File: src/rtl/pattern_detector.sv
// pattern_detector
//   Serial bit-pattern detector. It shifts in one qualified bit per clock and
//   raises a registered one-cycle pulse on `out` each time the last WIDTH
//   accepted bits equal PATTERN (MSB = first bit received). Overlapping or
//   non-overlapping matching is selected at run time. It also keeps a
//   saturating match counter and has a synchronous clear.
//
// Parameters
//   WIDTH    pattern length in bits (2..16)
//   PATTERN  target pattern, MSB received first
//   CNT_W    match counter width (2..16)
//
// Ports
//   clock        in   system clock, rising edge
//   reset_n      in   synchronous active-low reset
//   in           in   serial data bit
//   x            in   bit-valid qualifier
//   overlap      in   1 = overlapping matches, 0 = history dropped after a match
//   clear        in   synchronous clear of history, fill and counter
//   out          out  registered one-cycle match pulse
//   match_count  out  saturating match count since reset/clear
//   saturated    out  high while match_count is all ones
//
// Qualifier semantics: `in` is consumed on a rising edge only when x=1. There
// is no back-pressure, so the block accepts every qualified bit. When x=0 the
// bit is ignored and all history holds.
module pattern_detector #(
   parameter int               WIDTH   = 4,
   parameter logic [WIDTH-1:0] PATTERN = 4'b1011,
   parameter int               CNT_W   = 8
) (
   input  logic             clock,
   input  logic             reset_n,
   input  logic             in,
   input  logic             x,
   input  logic             overlap,
   input  logic             clear,
   output logic             out,
   output logic [CNT_W-1:0] match_count,
   output logic             saturated
);

   localparam int                FILL_W    = $clog2(WIDTH + 1);
   localparam logic [FILL_W-1:0] FILL_FULL = FILL_W'(WIDTH);
   localparam logic [CNT_W-1:0]  CNT_MAX   = '1;

   logic [WIDTH-1:0]  hist,  hist_d,  hist_shift;
   logic [FILL_W-1:0] fill,  fill_d,  fill_inc;
   logic [CNT_W-1:0]  count_d;
   logic              out_d;
   logic              match;

   // Next-state logic
   always_comb begin
      hist_shift = {hist[WIDTH-2:0], in};
      fill_inc   = (fill == FILL_FULL) ? FILL_FULL : fill + 1'b1;
      // fill gates the compare. Until WIDTH bits have been accepted since
      // reset/clear/non-overlap match, the zero-initialised history cannot
      // produce a false hit (for example with an all-zero PATTERN).
      match      = (fill_inc == FILL_FULL) && (hist_shift == PATTERN);

      hist_d  = hist;
      fill_d  = fill;
      count_d = match_count;
      out_d   = 1'b0;

      if (x) begin
         hist_d = hist_shift;
         fill_d = fill_inc;
         out_d  = match;
         if (match) begin
            if (match_count != CNT_MAX) begin
               count_d = match_count + 1'b1;
            end
            // Non-overlap: the next match needs WIDTH fresh bits.
            if (!overlap) begin
               fill_d = '0;
            end
         end
      end
   end

   // State registers. Reset and clear have the same effect. The bit presented
   // with clear is dropped.
   always_ff @(posedge clock) begin
      if (!reset_n || clear) begin
         hist        <= '0;
         fill        <= '0;
         match_count <= '0;
         out         <= 1'b0;
      end else begin
         hist        <= hist_d;
         fill        <= fill_d;
         match_count <= count_d;
         out         <= out_d;
      end
   end

   assign saturated = (match_count == CNT_MAX);

endmodule

File: config.mk
export PLATFORM = sky130hd
export DESIGN_NAME = pattern_detector
export DESIGN_NICKNAME = d
export VERILOG_FILES = /design/src/rtl/pattern_detector.sv
export SDC_FILE = /design/constraint.sdc
export NUM_CORES = 1
export LEC_CHECK = 0
export CORE_MARGIN = 4
export CORE_UTILIZATION = 48
export CTS_CLUSTER_SIZE = 10
export DETAILED_ROUTE_END_ITERATION = 8
export HOLD_SLACK_MARGIN = 0.02
export PLACE_DENSITY_LB_ADDON = 0.08
export SETUP_SLACK_MARGIN = 0.2
export SYNTH_ARGS = -nofsm -noshare
export SYNTH_HDL_FRONTEND = slang
export SYNTH_SLANG_ARGS = --single-unit
File: constraint.sdc
create_clock -name clock -period 2.8 [get_ports clock]
set_input_delay 0.56 -clock clock [delete_from_list [all_inputs] [get_ports clock]]
set_output_delay 0.56 -clock clock [all_outputs]
set_load 0.1 [all_outputs]
==> metrics.md <==
| Metric | Value |
|---|---|
| H-tree levels | `1` |
| DR vias/cell | `5.82` |
| Worst-skew pair later-pin latency | `0.29 ns` |
| Grt total ovfl | `0` |
| Yosys warnings | `0` |
| Ys flop type | `dfxtp_1` |
| Seq cells post-synth | `15` |
| Drt wl/cell | `12.6 µm` |
| Hold_buf cts | `0` |
| Hold Vio Cnt, Final | `0` |
| First-pass GRT wire length | `2400 µm` |
| Kind of critical path | `reg2reg` |
| Final min period | `2.30 ns` |
| Sequential area share after synthesis | `0.391` |
| Max-cap violations | `0` |
| Hold EP | `fill[1]` |
| Largest net degree at the start of global routing | `18` |
| Unrepaired setup endpoints after global routing | `no` |
| Initial Util | `0.510` |
| Period utilisation layout | `0.821` |
| Final Max Tran Viols | `0` |
| Worst slew pin tran | `0.527 ns` |
| Final ANT Viol Nets | `0` |
| I/O Buffers | `15` |
| Synth area leader | `dfxtp_1` |
| Post-synth EDFFs | `0` |
| PD cells | `400 nW/µm²` |
| Core area | `1510 µm²` |
| Worst-path clk slew | `0.09 ns` |
| Drt drc | `0` |
| Min-delay src | `fill[1]` |
| Post-layout net count | `108` |
| # Post-CTS Setup Buffers | `0` |
| Post_cts resized | `0` |
| WP data arrival | `2.52 ns` |
| Die area | `2300 µm²` |
| Unique masters post-synth | `30` |
| Terminus of the critical flop-to-flop path | `match_count[4]` |
| Clock Skew | `0.00664 ns` |
| Status | `completed` |
| P&R area growth vs syn | `17.4%` |
| Synth area leaders | `dfxtp_1, ha_1, a21oi_1` |
| FF-to-FF Start | `fill[0]` |
| WL final | `1440 µm` |
| R2R Setup Slk | `0.50 ns` |
| Clock buffer depth | `2` |
| WP data required | `3.02 ns` |
| Number of global-route vias before repair | `572` |
| Relative slew slack | `0.648` |
| Mapped cell area | `768 µm²` |
| Die W | `48.0 µm` |
| DP HPWL | `1070 µm` |
| Initial DRC count | `5` |
| Lkg Pwr | `0.000330 µW` |
| Syn_nets | `91` |
| Setup violators final | `0` |
| CTS tree | `built` |
| Post-Syn Instances | `82` |
| Hold path cells | `2` |
| HP Class | `reg2reg` |
| Post-synth top cells | `dfxtp_1, a21oi_1, nand3_1` |
| IO Pins | `16` |
| VDD IR-drop max | `269 µV` |
| RePlAce Congestion | `0.739` |
| Row count | `14` |
| Share of async-settable or async-resettable flops after synthesis | `0` |
| Initial antenna violation count | `0` |
| Worst setup EP type | `register` |
| Reg2reg path depth | `6` |
| Critical Path Start Type | `register` |
| Layout cell share with drive strength beyond 1 | `0.184` |
| Mean area per synthesized cell | `9.37 µm²` |
| Gr usage total | `0.148` |
| Die height | `48.0 µm` |
| Root buf cell | `clkbuf_4` |
| TNS Setup | `0 ns` |
| Most common cell in the synthesized netlist | `dfxtp_1` |
| Hold Slack | `0.497 ns` |
| Number of buffers created by CTS | `3` |
| Router iterations before antenna repair | `3` |
| Clock Sinks | `15` |
| Via count | `663` |
| Max Clock Freq | `435 MHz` |
| Share of the synthesized area in the top cell type | `0.391` |
| CP Max Fanout | `17` |
| Diode count | `0` |
cell type report:
cell class	count	area, µm²
Timing Repair Buffer	16	133
Sequential cell	15	300
Tap cell	16	20.0
Fill cell	140	604
Inverter	4	15.0
Clock buffer	3	22.5
Clock inverter	1	5.00
Multi-Input combinational cell	59	407
flip-flops by register name, summed over array words and instances, names as in the netlist:
| signal | cells |
|---|---|
| fill | 3 |
| out | 1 |
| match_count | 8 |
| hist | 3 |
stage by stage:
stage                     setup WS (ns)  power (µW)  std cells  cell area [µm²]  utilization
after floorplan                   0.346         234         82              768            -
after global placement            0.372         242        110              875        0.581
after detailed placement          0.335         243        110              875        0.581
after CTS                         0.488         366        114              902        0.599
after global routing              0.360         376        114              902        0.599
final                             0.501         361        114              902        0.599
cells by family (layout without fill, tap and decap cells):
kind of cell | after synthesis | in the layout | synth area share
buffers and inverters | 8 | 24 | 0.0798
and+or+nand+nor | 31 | 31 | 0.251
muxes | 3 | 3 | 0.0391
DFF | 15 | 15 | 0.391
adders and majority gates | 3 | 3 | 0.0489
AOI/OAI and AO/OA | 22 | 22 | 0.191
per-layer routing:
| metal | vias to the layer above | GRT usage | share of wire |
|---|---|---|---|
| met4 | 0 | 0.0806 | 0.027 |
| met5 | - | 0 | 0 |
| met2 | 14 | 0.230 | 0.46 |
| met1 | 298 | 0.187 | 0.45 |
| li1 | 346 | - | - |
| met3 | 5 | 0.0376 | 0.060 |
critical path: stages, from the launching register on:
cell and delay [ns]:
dfxtp_1 0.39, inv_1 0.08, ha_1 0.30, nand2b_1 0.17
a2111o_1 0.62, or4_1 0.54, a21oi_1 0.15
cells in the final DEF, fill, tap and decap left out, types with 2 or more instances in the layout:
cell type,netlist,routed
dfxtp_1,15,15
buf_4,1,11
a21oi_1,7,7
nand3_1,5,5
clkdlybuf4s50_1,0,5
inv_1,4,4
nand2b_1,4,4
o21ai_0,4,4
nor2_1,4,4
o31ai_1,4,4
nand2_1,3,3
mux2i_1,3,3
or4_1,3,3
ha_1,3,3
clkbuf_4,0,3
and4_2,2,2
nor3b_1,2,2
o311ai_0,2,2
o41ai_1,2,2
where the power goes:
part	leakage [µW]	internal, µW	switching (µW)
clock network	0.0000177	53.1	70.9
registers	0.000121	215	1.35
logic	0.000191	11.7	9.57
total	0.000330	279	81.8
how the worst max path moves through the flow:
| stage | start | endpoint | slack [ns] | depth (start not counted) |
|---|---|---|---|---|
| 2_1_floorplan | match_count[3] | saturated | 0.35 | 3 |
| 3_3_place_gp | in | match_count[3] | 0.37 | 5 |
| 3_5_place_dp | in | match_count[3] | 0.34 | 5 |
| 4_1_cts | fill[0] | match_count[4] | 0.49 | 6 |
| 5_1_grt | fill[0] | match_count[3] | 0.36 | 6 |
| 6_report | fill[0] | match_count[4] | 0.50 | 6 |
Note: power is estimated with default switching activity, not from simulation.
